**src/rtl/ascii_bcd_counter_pkg.sv**
```systemverilog
// Shared types, ASCII constants and helpers for the ASCII BCD counter.
package ascii_counter_pkg;

  typedef enum logic [2:0] {
    ST_IDLE  = 3'd0,
    ST_CHECK = 3'd1,
    ST_EMIT  = 3'd2,
    ST_STEP  = 3'd3,
    ST_DONE  = 3'd4,
    ST_ERR   = 3'd5
  } state_e;

  localparam logic [7:0] ASCII_ZERO = 8'h30;
  localparam logic [7:0] ASCII_NINE = 8'h39;
  localparam logic [7:0] ASCII_LF   = 8'h0A;

  function automatic logic is_digit(input logic [7:0] c);
    return (c >= ASCII_ZERO) && (c <= ASCII_NINE);
  endfunction

  function automatic logic [7:0] bcd_to_ascii(input logic [3:0] d);
    return ASCII_ZERO + {4'h0, d};
  endfunction

endpackage

```
**src/rtl/ascii_bcd_counter_bcd_digit.sv**
```systemverilog
// One decimal digit of the counter: add or subtract an amount plus carry/borrow,
// with a synchronous load. Digits are chained LSD to MSD by the parent.
module bcd_digit (
  input  logic       clk_i,
  input  logic       rst_ni,
  input  logic       load_i,
  input  logic [3:0] load_val_i,
  input  logic       en_i,
  input  logic       sub_i,
  input  logic [3:0] amt_i,
  input  logic       cin_i,
  output logic [3:0] digit_o,
  output logic [3:0] next_o,
  output logic       cout_o
);

  logic [3:0] digit_q, digit_d;
  logic [4:0] raw_s;
  logic [4:0] adj_s;

  // Decimal add/subtract with carry or borrow out of this digit.
  always_comb begin
    raw_s  = 5'd0;
    adj_s  = 5'd0;
    next_o = digit_q;
    cout_o = 1'b0;
    if (sub_i) begin
      raw_s = {1'b0, digit_q} - {1'b0, amt_i} - {4'd0, cin_i};
      adj_s = raw_s + 5'd10;
      if (raw_s[4]) begin
        next_o = adj_s[3:0];
        cout_o = 1'b1;
      end else begin
        next_o = raw_s[3:0];
        cout_o = 1'b0;
      end
    end else begin
      raw_s = {1'b0, digit_q} + {1'b0, amt_i} + {4'd0, cin_i};
      adj_s = raw_s - 5'd10;
      if (raw_s > 5'd9) begin
        next_o = adj_s[3:0];
        cout_o = 1'b1;
      end else begin
        next_o = raw_s[3:0];
        cout_o = 1'b0;
      end
    end
  end

  // Next digit value: load wins over step.
  always_comb begin
    if (load_i) begin
      digit_d = load_val_i;
    end else if (en_i) begin
      digit_d = next_o;
    end else begin
      digit_d = digit_q;
    end
  end

  // Digit register.
  always_ff @(posedge clk_i or negedge rst_ni) begin
    if (!rst_ni) begin
      digit_q <= 4'd0;
    end else begin
      digit_q <= digit_d;
    end
  end

  assign digit_o = digit_q;

endmodule

```
**src/rtl/ascii_bcd_counter.sv**
```systemverilog
// ASCII decimal up/down counter streaming each value over a valid/ready byte port.
// Define ASCII_COUNTER_SEP_EN to append an LF after every emitted value.
module ascii_bcd_counter
  import ascii_counter_pkg::*;
#(
  parameter int DIGITS = 2,
  parameter int STEP   = 1
) (
  input  logic                  clock,
  input  logic                  reset,
  input  logic [8*DIGITS-1:0]   value,
  input  logic                  mode_up,
  input  logic                  start,
  output logic [7:0]            ascii_out,
  output logic                  out_valid,
  input  logic                  out_ready,
  output logic                  done,
  output logic                  error
);

  localparam int         IDXW     = (DIGITS > 1) ? $clog2(DIGITS) : 1;
  localparam int         MSD      = DIGITS - 1;
  localparam logic [3:0] STEP_AMT = 4'(STEP);

  state_e                state_q, state_d;
  logic [4*DIGITS-1:0]   bcd_q, bcd_d;
  logic [4*DIGITS-1:0]   limit_q, limit_d;
  logic                  mode_q, mode_d;
  logic [IDXW-1:0]       idx_q, idx_d;
  logic [7:0]            ascii_q, ascii_d;
  logic                  valid_q, valid_d;
  logic                  done_q, done_d;
  logic                  error_q, error_d;
`ifdef ASCII_COUNTER_SEP_EN
  logic                  sep_q, sep_d;
`endif

  logic [4*DIGITS-1:0]   value_bcd_s;
  logic                  value_ok_s;
  logic [4*DIGITS-1:0]   load_bcd_s;
  logic [4*DIGITS-1:0]   cnt_s;
  logic [4*DIGITS-1:0]   next_s;
  logic                  msd_carry_s;
  logic                  load_s;
  logic                  en_s;
  logic                  last_s;
  logic [IDXW-1:0]       idx_dec_s;

  // ASCII-to-BCD conversion and digit validation of the start value.
  always_comb begin
    value_bcd_s = '0;
    value_ok_s  = 1'b1;
    for (int i = 0; i < DIGITS; i++) begin
      value_bcd_s[4*i +: 4] = value[8*i +: 4];
      value_ok_s            = value_ok_s & is_digit(value[8*i +: 8]);
    end
  end

  assign load_bcd_s = mode_q ? '0 : bcd_q;

  for (genvar g = 0; g < DIGITS; g++) begin : g_digit
    logic cin_s;
    logic cout_s;
    if (g == 0) begin : g_lsd
      assign cin_s = 1'b0;
    end else begin : g_upper
      assign cin_s = g_digit[g-1].cout_s;
    end
    bcd_digit u_digit (
      .clk_i      (clock),
      .rst_ni     (reset),
      .load_i     (load_s),
      .load_val_i (load_bcd_s[4*g +: 4]),
      .en_i       (en_s),
      .sub_i      (~mode_q),
      .amt_i      ((g == 0) ? STEP_AMT : 4'd0),
      .cin_i      (cin_s),
      .digit_o    (cnt_s[4*g +: 4]),
      .next_o     (next_s[4*g +: 4]),
      .cout_o     (cout_s)
    );
  end

  assign msd_carry_s = g_digit[DIGITS-1].cout_s;
  // A borrow out of the MSD means counter < STEP; in up mode overflow or passing the limit ends it.
  assign last_s      = mode_q ? (msd_carry_s || (next_s > limit_q)) : msd_carry_s;
  assign idx_dec_s   = idx_q - {{(IDXW-1){1'b0}}, 1'b1};

  // Control FSM next state and registered-output next values.
  always_comb begin
    state_d = state_q;
    bcd_d   = bcd_q;
    limit_d = limit_q;
    mode_d  = mode_q;
    idx_d   = idx_q;
    ascii_d = ascii_q;
    valid_d = valid_q;
    done_d  = done_q;
    error_d = error_q;
    load_s  = 1'b0;
    en_s    = 1'b0;
`ifdef ASCII_COUNTER_SEP_EN
    sep_d   = sep_q;
`endif
    case (state_q)
      ST_IDLE, ST_DONE, ST_ERR: begin
        if (start) begin
          state_d = ST_CHECK;
          bcd_d   = value_bcd_s;
          mode_d  = mode_up;
          error_d = ~value_ok_s;
          done_d  = 1'b0;
        end else begin
          state_d = state_q;
        end
      end
      ST_CHECK: begin
        if (error_q) begin
          state_d = ST_ERR;
        end else begin
          state_d = ST_EMIT;
          load_s  = 1'b1;
          limit_d = bcd_q;
          idx_d   = IDXW'(MSD);
          ascii_d = bcd_to_ascii(load_bcd_s[4*MSD +: 4]);
          valid_d = 1'b1;
        end
      end
      ST_EMIT: begin
        if (valid_q && out_ready) begin
          if (idx_q != '0) begin
            idx_d   = idx_dec_s;
            ascii_d = bcd_to_ascii(cnt_s[4*idx_dec_s +: 4]);
          end else begin
`ifdef ASCII_COUNTER_SEP_EN
            if (!sep_q) begin
              sep_d   = 1'b1;
              ascii_d = ASCII_LF;
            end else begin
              sep_d   = 1'b0;
              valid_d = 1'b0;
              done_d  = last_s;
              state_d = ST_STEP;
            end
`else
            valid_d = 1'b0;
            done_d  = last_s;
            state_d = ST_STEP;
`endif
          end
        end else begin
          state_d = ST_EMIT;
        end
      end
      ST_STEP: begin
        if (done_q) begin
          state_d = ST_DONE;
        end else begin
          en_s    = 1'b1;
          idx_d   = IDXW'(MSD);
          ascii_d = bcd_to_ascii(next_s[4*MSD +: 4]);
          valid_d = 1'b1;
          state_d = ST_EMIT;
        end
      end
      default: begin
        state_d = ST_IDLE;
        valid_d = 1'b0;
      end
    endcase
  end

  // State and output registers.
  always_ff @(posedge clock or negedge reset) begin
    if (!reset) begin
      state_q <= ST_IDLE;
      bcd_q   <= '0;
      limit_q <= '0;
      mode_q  <= 1'b0;
      idx_q   <= '0;
      ascii_q <= 8'h00;
      valid_q <= 1'b0;
      done_q  <= 1'b0;
      error_q <= 1'b0;
`ifdef ASCII_COUNTER_SEP_EN
      sep_q   <= 1'b0;
`endif
    end else begin
      state_q <= state_d;
      bcd_q   <= bcd_d;
      limit_q <= limit_d;
      mode_q  <= mode_d;
      idx_q   <= idx_d;
      ascii_q <= ascii_d;
      valid_q <= valid_d;
      done_q  <= done_d;
      error_q <= error_d;
`ifdef ASCII_COUNTER_SEP_EN
      sep_q   <= sep_d;
`endif
    end
  end

  assign ascii_out = ascii_q;
  assign out_valid = valid_q;
  assign done      = done_q;
  assign error     = error_q;

endmodule

```
**config.mk**
```make
export PLATFORM = sky130hd
export DESIGN_NAME = ascii_bcd_counter
export DESIGN_NICKNAME = d
export VERILOG_FILES = /design/src/rtl/ascii_bcd_counter_pkg.sv /design/src/rtl/ascii_bcd_counter_bcd_digit.sv /design/src/rtl/ascii_bcd_counter.sv
export SDC_FILE = /design/constraint.sdc
export NUM_CORES = 1
export LEC_CHECK = 0
export ABC_AREA = 1
export BUFFER_PORTS_ARGS = -buffer_cell sky130_fd_sc_hd__buf_2
export CORE_UTILIZATION = 55
export CTS_BUF_LIST = sky130_fd_sc_hd__clkbuf_8
export DETAILED_ROUTE_END_ITERATION = 7
export PLACE_DENSITY = 0.85
export SETUP_SLACK_MARGIN = 0.4
export SYNTH_ARGS = -nofsm -noshare
export SYNTH_HDL_FRONTEND = slang
export SYNTH_SLANG_ARGS = --single-unit
```
**constraint.sdc**
```tcl
create_clock -name clock -period 6.25 [get_ports clock]
set_clock_uncertainty 0.1 [all_clocks]
set_input_delay 0.9375 -clock clock [delete_from_list [all_inputs] [get_ports clock]]
set_output_delay 0.9375 -clock clock [all_outputs]
set_load 0.01 [all_outputs]
```
# [Word level (Yosys, flattened, before mapping)]
# Index checks and enable logic that the tools add are counted.
[word_totals] register_bits=40 input_bits=21 out_inout_bits=11 word_cells=108
[op_classes] addsub=12 n_lt_le_gt_ge=7 eq_ne=12 shifts=1 muxes=45 bitwise_logic=4 reduce_logical=16
[op_table] op="2-to-1 mux 4 bit" n=10
[op_table] op="2-to-1 mux 8 bit" n=5
[op_table] op="one-hot mux 8 bit (3 select lines)" n=1
[op_table] op="adder 6 x 4 -> 7 bit, first input constant" n=3
[op_table] op="2-to-1 mux 1 bit" n=20
[op_table] op="greater-or-equal comparator 8 x 6 -> 1 bit, second input constant" n=2
[op_table] op="<= comparator 8 x 6 -> 1 bit, second input constant" n=2
[op_table] op="2-to-1 mux 3 bit" n=5
[op_table] op="!= test 2 bit, second input constant" n=6
[op_table] op="one-hot mux 3 bit (4 select lines)" n=1
[op_table] op="> comparator 5 x 4 -> 1 bit, second input constant" n=2
[op_table] op="AND reduction 5 bit" n=2
[op_table] op="adder 4 bit, second input constant" n=2
[op_table] op="> comparator 8 bit" n=1
[op_table] op="AND reduction 4 bit" n=2
[op_table] op="indexed part select 8 x 4 -> 4 bit" n=1
[op_table] op="subtractor 4 bit, second input constant" n=2
[op_table] op="== test 3 x 2 -> 1 bit, second input constant" n=2
[op_table] op="== test 3 bit, second input constant" n=2
[op_table] op="AND reduction 2 bit" n=3
[op_table] op="adder 4 x 1 -> 5 bit" n=1
[op_table] op="adder 4 x 1 -> 5 bit, second input constant" n=1
[op_table] op="subtractor 4 x 1 -> 5 bit" n=1
[op_table] op="subtractor 4 x 1 -> 5 bit, second input constant" n=1
[op_table] op="14 further kinds" n=19

# [Depth between registers and ports, before layout]
# Gate-level depths: netlist of run 1.
[logic_depth] depth_word=14 ltp_mapped=31 mapped_depth_nobuf=31

# [Modules after synthesis]
# From an unflattened synthesis of run 1, not the netlist that was laid out.
[hier_totals] cells_unflattened=496 area_unflattened_um2=3424.5
[modules_own_cells] mod="ascii_bcd_counter" instances=1 cells_per_inst=234 area_per_inst_um2=1771.7 seq_area_each_um2=725.7
[modules_own_cells] mod="bcd_digit (g_digit[0].u_digit)" instances=1 cells_per_inst=132 area_per_inst_um2=844.6 seq_area_each_um2=100.1
[modules_own_cells] mod="bcd_digit (g_digit[1].u_digit)" instances=1 cells_per_inst=130 area_per_inst_um2=808.3 seq_area_each_um2=100.1

# [Worst setup path before layout of run 1]
# OpenSTA, ideal clock, no wires.
[synth_path] kind="reg-to-reg" start="register g_digit[0].u_digit.digit_q[0]" end="register done_q (netlist: done)" t_arrival_ns=3.614 t_required_ns=6.033 setup_slack_ns=2.419 path_stages_with_launch=28 synth_period_minus_slack_ns=3.831 cell_sequence="dfrtp_1 inv_1 ha_1 inv_1 ha_1 nand2_1 nand3_1 nand3_2 nand2_1 nand2_1 o21ai_0 ha_1 ha_1 xor2_1 ha_1 o21ai_0 or2_2 nand3_1 nand2_1 inv_1 ha_1 nand2_1 nor2_1 nand3_1 nor2_1 o21ai_0 nand3_1 nand2_1"
[synth_via] elab_chain_len=14 elab_cells_between_ends=28
[synth_rtl] element="start, declared" line_no="ascii_bcd_counter_bcd_digit.sv:17" rtl="logic [3:0] digit_q, digit_d;"
[synth_rtl] element="start signal, assigned" line_no="ascii_bcd_counter_bcd_digit.sv:66" rtl="digit_q <= digit_d;"
[synth_rtl] element="adder 4 x 1 -> 5 bit" line_no="ascii_bcd_counter_bcd_digit.sv:38" rtl="raw_s = {1'b0, digit_q} + {1'b0, amt_i} + {4'd0, cin_i};"
[synth_rtl] element="> comparator 5 x 4 -> 1 bit" line_no="ascii_bcd_counter_bcd_digit.sv:40" rtl="if (raw_s > 5'd9) begin"
[synth_rtl] element="2-to-1 mux 1 bit" line_no="ascii_bcd_counter_bcd_digit.sv:40"
[synth_rtl] element="2-to-1 mux 1 bit" line_no="ascii_bcd_counter_bcd_digit.sv:27" rtl="if (sub_i) begin"
[synth_rtl] element="subtractor 4 x 1 -> 5 bit / adder 4 x 1 -> 5 bit (equally long branches)" line_no="ascii_bcd_counter_bcd_digit.sv:28, ascii_bcd_counter_bcd_digit.sv:38"
[synth_rtl] element="adder 4 bit, or another cell as far along" line_no="ascii_bcd_counter_bcd_digit.sv:29" rtl="adj_s = raw_s + 5'd10;"
[synth_rtl] element="2-to-1 mux 4 bit (on tied branches)" line_no="ascii_bcd_counter_bcd_digit.sv:30, ascii_bcd_counter_bcd_digit.sv:40"
[synth_rtl] element="2-to-1 mux 4 bit" line_no="ascii_bcd_counter_bcd_digit.sv:27"
[synth_rtl] element="> comparator 8 bit" line_no="ascii_bcd_counter.sv:86" rtl="assign last_s = mode_q ? (msd_carry_s || (next_s > limit_q)) : msd_carry_s;"
[synth_rtl] element="logical OR 1 bit" line_no="ascii_bcd_counter.sv:86"
[synth_rtl] element="2-to-1 mux 1 bit (*)" line_no="ascii_bcd_counter.sv:86"
[synth_rtl] element="2-to-1 mux 1 bit (*)" line_no="ascii_bcd_counter.sv:131" rtl="if (idx_q != '0) begin"
[synth_rtl] element="2-to-1 mux 1 bit (*)" line_no="ascii_bcd_counter.sv:130" rtl="if (valid_q && out_ready) begin"
[synth_rtl] element="one-hot mux 1 bit (2 select lines) (*)" line_no="ascii_bcd_counter.sv:105" rtl="case (state_q)"
[synth_rtl] element="end signal, assigned" line_no="ascii_bcd_counter.sv:196" rtl="done_q <= done_d;"
[synth_rtl] element="end, declared" line_no="ascii_bcd_counter.sv:32" rtl="logic done_q, done_d;"
# Every way passes the cells marked *; elsewhere a longest branch is shown, timed or not. The select of a mux whose other input is x is not followed.
# A chain may end at the register's enable or synchronous reset.

# [Final worst setup path of run 1]
# Ends and elaborated chain as after synthesis.

==> flow_summary.toml, run 1 <==
[die]
die_w_um = 70.3
dieArea_um2 = 4950
rows = 24
core_um2 = 4410
initial_utilization_pct = 58.2
fp.dieH_um = 70.3
io_pins = 32

[clocking]
clk_pin_slew_ns = 0.07
root_buffer = "clkbuf_8"
cts_buffer_depth = 2
cts_resized = 0
clk_latency_ns = 0.29
cts_max_level = 2
clock-sinks = 37
tritoncts = "built"
cts_buffers = 5
post_cts_buffers = 0
holdBufCountCts = 0

[final_layout]
area_growth_pct = 9.16
nNetsFinal = 417
drive_above_1_share_pct = 15.9
final_cells = 430
diodes = 0

[place]
place_ws_ns = 1.92
routabilityCongestion = 0.954
dp.cells = 423
port_buffers = 29
place_hpwl_mm = 4.44

[synth]
ys_seq_elements = 37
yosysTopAreaCell = "dfrtp_1"
ys.flop_type = "dfrtp_1"
synthesis.area_um2 = 2570
synthDistinctLibCells = 36
yosys.area.top_type_share_pct = 36.1
synth.avg_cell_area_um2 = 7.29
synth_area_leaders = "dfrtp_1, nand2_1, ha_1, o21ai_0, inv_1"
async_reset_ff_share_pct = 100
synth_edf_count = 0
synth-seq-area-share_pct = 36.1
yosysMostFrequentCell = "nand2_1"
ys_top_cells_by_count = "nand2_1, inv_1, dfrtp_1, o21ai_0, nand3_1"
netlist_instances = 352
yosys_warnings = 0

[timing]
worst_slew_pin_slew_ns = 0.844
finalCriticalPeriod_ns = 4.38
hold_viol_final = 0
finalSetupViolations = 0
fin_ws_ns = 1.87
max_clock_freq_mhz = 228
worst_hold_slack_ns = 0.377
fin_tns_setup_ns = 0
slew_violations = 0
rsz0062_at_grt = "no"
fin_crit_sh_pct = 70.1
relSlewSlack_pct = 43.7

[grt]
antenna_found_initial = 0
grt_usage_pct = 25.8
grt_pass1_wl_mm = 10.1
first_global_vias = 2246
grt_max_degree = 38
grt_remaining_overflow = 0

[setup_path]
crit_type = "reg -> reg"
critPathCaptureType = "register"
crit_path_max_fanout = 8
crit_family = "adder cells"
worstPathArrival_ns = 4.46
crit_required_ns = 6.33
crit_buf_inv = 3
cp-start-kind = "register"
cpMaxStageDelayCell = "dfrtp_1"
max_stage_delay_ns = 0.47

[power]
p_comb_share_pct = 63.8
finalPower_uw = 1700
netSwitchingPower_uw = 884
p_int_uw = 817
p_leak_uw = 0.00150
clkPwrFrac_pct = 10.1
power.density_nw_per_um2 = 607
peakVddDrop_v = 0.000291
seq_power_share_pct = 26.1
p_sw_share_pct = 52.0

[routing]
drtIter0Drc = 205
vias = 2353
drc = 0
vias_per_cell = 5.47
routed_wl_mm = 5.87
wl_per_cell_um = 13.6
drt-pass1-iter-count = 5
ant_nets = 0

[status]
status = "finished, final reports clean"

[run]
maxCapViolations = 0

[worst_hold_path]
hold_path.class = "reg -> reg"
per-stage QoR:
stage | area, um2 | utilization [%]
2_1_floorplan | 2570 | -
3_3_place_gp | 2710 | 61.5
3_5_place_dp | 2710 | 61.5
4_1_cts | 2800 | 63.5
5_1_grt | 2800 | 63.5
6_report | 2800 | 63.5
state kept, by name (all words and copies together) (netlist names):
signal	cells
ascii_out	5
bcd_q	8
done	1
error	1
g_digit.u_digit.digit_o	8
idx_q	1
limit_q	8
mode_q	1
out_valid	1
state_q	3
cell type report:
| class | count | area (um2) |
|---|---|---|
| Tap cell | 52 | 65.1 |
| Clock buffer | 6 | 82.6 |
| Inverter | 52 | 198 |
| Multi-Input combinational cell | 253 | 1380 |
| Fill cell | 396 | 1610 |
| Timing Repair Buffer | 29 | 145 |
| Clock inverter | 1 | 7.51 |
| Sequential cell | 37 | 926 |
kinds of logic after synthesis:
logic type                 after synthesis  synth area share [%]
AOI/OAI and AO/OA                       66                  14.4
other                                    1                 0.146
and+or+nand+nor                        162                  28.4
DFF                                     37                  36.1
buffers and inverters                   63                  10.4
muxes                                    2                 0.877
xor gates and xnor gates                 3                  1.02
adders and majority gates               18                  8.77
worst min-delay path, cell delays in order (launching register included):
cell and delay [ns]:
dfrtp_1 0.34, nand2_1 0.05, nand2_1 0.05
power by group through the flow:
stage          Sequential [uW]  Combinational [uW]  Clock, uW
6_report                   444                1090        171
2_1_floorplan              420                 836          0
3_5_place_dp               446                1060          0
5_1_grt                    459                1250        181
3_3_place_gp               441                1020          0
4_1_cts                    442                1070        174
path summary, 6_finish.rpt:
check                           depth (start not counted)                           from                             to  slack (ns)
worst max-delay path                                   27  g_digit[0].u_digit.digit_o[0]                           done        1.87
worst min-delay path                                    2                   ascii_out[3]                   ascii_out[3]        0.38
worst max register to register                         27  g_digit[0].u_digit.digit_o[0]                           done        1.87
worst min register to register                          2                   ascii_out[3]                   ascii_out[3]        0.38
max in group asynchronous                               1                          reset                     limit_q[3]        4.86
min in group asynchronous                               1                          reset  g_digit[1].u_digit.digit_o[2]        0.65
routing by layer:
layer / up-vias / global-route usage (%) / part of all wire [%]
li1: 1192 / - / -
met1: 1054 / 35.0 / 47
met2: 97 / 41.3 / 45
met3: 10 / 4.62 / 7.2
met4: 0 / 9.56 / 1.6
met5: - / 0 / 0
placed cells by master, fill, tap and decap left out, drive strengths merged:
cell,Yosys,layout
nand2,101,101
inv,52,52
dfrtp,37,37
o21ai,31,31
nand3,30,30
buf,6,29
a21oi,20,20
nor2,20,20
ha,18,18
clkbuf,5,6
nand4,5,5
xor2,3,3
a21boi,3,3
o221ai,3,3
or2,3,3
o211ai,2,2
mux2,2,2
o22ai,2,2
o21bai,2,2
conb,1,2
nor3,2,2
a31oi,1,1
nor4,1,1
a221oi,1,1
a22oi,1,1
clkinvlp,0,1
No activity file was read; power rests on OpenSTA's default activity.
==> inputs of run 2 (changes only) <==
- ABC_AREA: 1 -> 0
- clock period: 6.25 -> 4.41 ns (I/O delays scaled with it)
==> run 2 against run 1 <==
Global-route usage is 1.9 points higher. Area after synthesis rose by 11%. Utilization increased by 5.5 points. Cell count down 1.2%. Sequential power rose by 22%. Wire length is 22% higher. Critical endpoint unchanged.
==> flow_summary.toml, run 2 <==
[status]
status = "finished, final reports clean"

[synth]
synth.avg_cell_area_um2 = 8.67
synth_area_leaders = "dfrtp_1, ha_1, a21oi_1, mux2_2, nand2_1"
synthesis.area_um2 = 2850
yosysTopAreaCell = "dfrtp_1"
yosys.area.top_type_share_pct = 32.5
ys_seq_elements = 37
netlist_instances = 328
synth_edf_count = 0
yosysMostFrequentCell = "dfrtp_1"
synth-seq-area-share_pct = 32.5
async_reset_ff_share_pct = 100
synthDistinctLibCells = 73
ys.flop_type = "dfrtp_1"
ys_top_cells_by_count = "dfrtp_1, nand2_1, a21oi_1, nor2_1, inv_1"
yosys_warnings = 0

[setup_path]
crit_required_ns = 4.50
critPathCaptureType = "register"
crit_path_max_fanout = 7
rr_endpoint = "done"
reg2reg_depth = 21
cp.depth = 21
max_stage_delay_ns = 0.46
worstPathCellList = "ha_4 -> xnor2_4 -> ha_2 -> nand2b_1 -> a21o_1 -> a21oi_2 -> o22a_1 -> ha_4 -> ha_4 -> nand2b_4 -> nand2_4 -> ha_4 -> nand2b_4 -> nor2b_4 -> o32ai_4 -> o21ai_2 -> ha_1 -> nand4_1 -> or2_4 -> o211ai_1 -> nand2_1"
worstPathArrival_ns = 4.20
cp-start-kind = "register"
r2r_start = "g_digit[0].u_digit.digit_o[0]"
crit_buf_inv = 0
crit_type = "reg -> reg"
cpMaxStageDelayCell = "dfrtp_2"
crit_family = "adder cells"
crit_path_frequent_cell = "ha_4"
regToRegSetupSlack_ns = 0.29

[grt]
first_global_vias = 2348
grt_remaining_overflow = 0
grt_max_degree = 38
grt_pass1_wl_mm = 11.3
antenna_found_initial = 0
grt_usage_pct = 27.8

[clocking]
root_buffer = "clkbuf_8"
holdBufCountCts = 0
cts_buffer_depth = 2
cts_buffers = 5
clock-sinks = 37
clk_latency_ns = 0.30
clk_pin_slew_ns = 0.09
tritoncts = "built"
cts_max_level = 2

[timing]
finalSetupViolations = 0
slew_violations = 0
fin_tns_setup_ns = 0
relSlewSlack_pct = 44.3
hold_viol_final = 0
finalCriticalPeriod_ns = 4.12
max_clock_freq_mhz = 243
worst_slew_pin_slew_ns = 0.836
fin_crit_sh_pct = 93.3
rsz0062_at_grt = "yes"

[die]
initial_utilization_pct = 58.7
die_w_um = 73.9
io_pins = 32
dieArea_um2 = 5460
core_um2 = 4850
fp.dieH_um = 73.9
rows = 25

[final_layout]
area_growth_pct = 17.5
drive_above_1_share_pct = 29.9
final_cells = 425
nNetsFinal = 396
diodes = 0
final_common_cell = "dfrtp_1"
final_cell_mix = "dfrtp_1, buf_2, nand2_1, nor2_1, a21oi_1"

[place]
port_buffers = 29
routabilityCongestion = 0.985
place_hpwl_mm = 4.80
dp.cells = 403

[routing]
wl_per_cell_um = 16.8
drc = 0
drtIter0Drc = 225
vias = 2590
drt-pass1-iter-count = 5
routed_wl_mm = 7.14
vias_per_cell = 6.09
ant_nets = 0

[power]
p_leak_uw = 0.00145
power.density_nw_per_um2 = 674
finalPower_uw = 2250
peakVddDrop_v = 0.000490

[worst_hold_path]
hold_path.class = "in -> async"

[run]
maxCapViolations = 0
run 2: cell types whose count changed in the layout (fill, tap and decap cells not counted), sizes merged, moves of 5 or more:
| cell | previous run | this run |
|---|---|---|
| nor2 | 20 | 26 |
| buf | 29 | 46 |
| mux2 | 2 | 11 |
| nand2b | 0 | 13 |
| a21oi | 20 | 28 |
| inv | 52 | 22 |
| o21ai | 31 | 24 |
| nor2b | 0 | 6 |
| xnor2 | 0 | 5 |
| nand3 | 30 | 8 |
| nand2 | 101 | 30 |
run 2: cell type report:
class / count / area (um2)
inverters: 22 / 85.1
multi-input cells: 245 / 1860
flip-flops and latches: 37 / 928
clock buffers: 5 / 68.8
fillers: 335 / 1500
well taps: 67 / 83.8
repair buffers: 46 / 273
clock inverters: 3 / 46.3
run 2: repair_timing:
item                       in CTS  in global routing
setup endpoints to repair       1                  1
pin swaps                       8                 16
resized for setup              10                 11
setup buffers                   9                  5
run 2: cell families (layout without fill, tap and decap cells):
| group | count (synthesis) | after routing | synth area share [%] |
|---|---|---|---|
| AO/OA/AOI/OAI | 98 | 98 | 24.1 |
| XOR/XNOR | 5 | 5 | 1.54 |
| adder cells (fa/ha/maj) | 18 | 18 | 7.92 |
| buffers and inverters | 47 | 76 | 8.09 |
| flip-flops | 37 | 37 | 32.5 |
| multiplexers | 12 | 12 | 4.71 |
| other | 1 | 2 | 0.132 |
| AND/OR/NAND/NOR | 110 | 110 | 21.0 |
run 2: where the power goes:
group / leakage [uW] / switching [uW] / total (uW) / internal, uW
registers: 0.000468 / 116 / 543 / 427
clock network: 0.0000543 / 134 / 304 / 169
logic: 0.000924 / 721 / 1410 / 687
run 2: routing by layer:
metal | vias to the layer above | GRT usage (%) | share of wire [%]
met5 | - | 0 | 0
met1 | 1231 | 37.8 | 43
met4 | 0 | 11.5 | 3.0
li1 | 1224 | - | -
met2 | 112 | 42.3 | 46
met3 | 23 | 6.86 | 7.2
run 2: worst max-delay path by stage:
stage / startpoint / endpoint / slack (ns)
after floorplan: g_digit[0].u_digit.digit_o[1] / done / 0.43
after global placement: g_digit[0].u_digit.digit_o[1] / done / 0.31
after detailed placement: g_digit[0].u_digit.digit_o[1] / done / 0.14
after CTS: g_digit[0].u_digit.digit_o[0] / done / 0.41
after global routing: g_digit[0].u_digit.digit_o[0] / done / 0.16
final: g_digit[0].u_digit.digit_o[0] / done / 0.29
run 2: through the flow:
step                      util [%]  cell area (um2)  hold WS, ns  setup WS [ns]
after floorplan                  -             2930        0.266          0.429
after global placement        62.4             3030        0.364          0.310
after detailed placement      62.4             3030        0.373          0.142
after CTS                     66.9             3250        0.378          0.413
after global routing          69.0             3340        0.408          0.159
final                         69.0             3340        0.361          0.293
==> inputs of run 3 (changes only) <==
- clock period: 4.41 -> 4.9 ns (I/O delays scaled with it)
==> run 3 against run 2 <==
Global-route usage shrank 0.25 points. Fmax shrank 6.7%. Die area is the same. Utilization shrank 3.7 points. Hold slack gained 0.021 ns. Non-clock buffer count shrank 8. Sequential cell count is the same. Critical path type unchanged. Clock power shrank 30%. Count of clock-buffer cells in the layout grew 1. Power shrank 21%. Final area shrank 5.3%. Wire length shrank 3.1%.
==> flow_summary.toml, run 3 (synthesis results as in run 2) <==
[setup_path]
worstPathArrival_ns = 4.49
cp-start-kind = "register"
crit_path_max_fanout = 6
critPathCaptureType = "register"
crit_required_ns = 4.98
crit_type = "reg -> reg"

[die]
io_pins = 32
fp.dieH_um = 73.9
initial_utilization_pct = 58.7
rows = 25
core_um2 = 4850
dieArea_um2 = 5460
die_w_um = 73.9

[place]
place_ws_ns = 0.128
routabilityCongestion = 0.935
place_hpwl_mm = 4.75
port_buffers = 29

[clocking]
root_buffer = "clkbuf_8"
cts_max_level = 2
clock-sinks = 37
holdBufCountCts = 0
tritoncts = "built"
cts_buffers = 5
clk_pin_slew_ns = 0.07
clk_latency_ns = 0.29
cts_buffer_depth = 2

[grt]
first_global_vias = 2435
grt_usage_pct = 27.5
antenna_found_initial = 0
grt_max_degree = 38
grt_pass1_wl_mm = 11.2
grt_remaining_overflow = 0

[timing]
relSlewSlack_pct = 46.3
slew_violations = 0
fin_tns_setup_ns = 0
finalCriticalPeriod_ns = 4.41
rsz0062_at_grt = "no"
hold_viol_final = 0
max_clock_freq_mhz = 227
fin_crit_sh_pct = 90.1
finalSetupViolations = 0
fin_ws_ns = 0.487
worst_slew_pin_slew_ns = 0.806

[routing]
vias = 2577
drc = 0
drt-pass1-iter-count = 5
wl_per_cell_um = 16.6
vias_per_cell = 6.19
drtIter0Drc = 252
routed_wl_mm = 6.92
ant_nets = 0

[final_layout]
drive_above_1_share_pct = 24.4
final_common_cell = "dfrtp_1"
final_cell_mix = "dfrtp_1, nand2_1, buf_2, a21oi_1, nor2_1"
fill_cells = 408
diodes = 0
area_growth_pct = 11.3
final_util_pct = 65.3
nNetsFinal = 388

[power]
peakVddDrop_v = 0.000249
p_leak_uw = 0.00139
power.density_nw_per_um2 = 563

[status]
status = "finished, final reports clean"

[worst_hold_path]
hold_path.class = "reg -> reg"

[run]
maxCapViolations = 0
## run 3: metrics by stage
step	cell area (um2)	total power (uW)	cells	hold slack, ns
finish	3170	1780	416	0.382
detailed placement	2940	1420	401	0.372
CTS	3050	1660	408	0.387
global placement	2940	1370	401	0.364
floorplan	2850	1200	329	0.339
global route	3170	1940	416	0.414
## run 3: worst paths after layout
path | from | to | slack (ns) | cells after the start
min in group asynchronous | reset | g_digit[0].u_digit.digit_o[2] | 0.43 | 1
max reg2reg | g_digit[0].u_digit.digit_o[0] | done | 0.49 | 22
max in group asynchronous | reset | g_digit[0].u_digit.digit_o[1] | 3.72 | 1
min | ascii_out[4] | ascii_out[4] | 0.38 | 1
min reg2reg | ascii_out[4] | ascii_out[4] | 0.38 | 1
max | g_digit[0].u_digit.digit_o[0] | done | 0.49 | 22
## run 3: layout make-up
type | count | area [um2] | share of cell area (%)
Multi-Input combinational cell | 245 | 1770 | 55.9
Sequential cell | 37 | 928 | 29.3
Timing Repair Buffer | 38 | 213 | 6.72
Inverter | 22 | 85.1 | 2.69
Tap cell | 67 | 83.8 | 2.65
Clock buffer | 6 | 82.6 | 2.61
Clock inverter | 1 | 3.75 | 0.119
## run 3: worst max-delay path, cell delays in order (launching register included)
cell,delay (ns)
dfrtp_2,0.46
inv_1,0.14
ha_4,0.24
inv_4,0.08
ha_1,0.14
nand2b_1,0.05
a21o_1,0.20
a21oi_2,0.22
o22a_1,0.21
ha_2,0.23
ha_4,0.15
nand2b_1,0.11
nand2_1,0.07
ha_1,0.18
nand2b_1,0.16
nor2b_1,0.15
o32ai_2,0.36
o21ai_2,0.10
ha_1,0.35
nand4_1,0.13
or2_2,0.31
o211ai_1,0.08
nand2_1,0.06
## run 3: per-layer routing
| metal | vias to the layer above | routed length, um | GRT usage (%) |
|---|---|---|---|
| li1 | 1201 | - | - |
| met1 | 1241 | 2950 | 34.8 |
| met2 | 110 | 3350 | 44.4 |
| met3 | 25 | 393 | 5.35 |
| met4 | 0 | 225 | 14.7 |
| met5 | - | 0 | 0 |
## run 3: where the power goes
group          internal (uW)  leakage [uW]  switching (uW)
combinational            492      0.000870             565
sequential               384      0.000468             129
clock                    109     0.0000485             104
## run 3: repair_timing
action	CTS	global route
endpoints found under the setup margin	1	1
pin swaps	0	5
buffers inserted	0	8
gates resized for setup	6	11
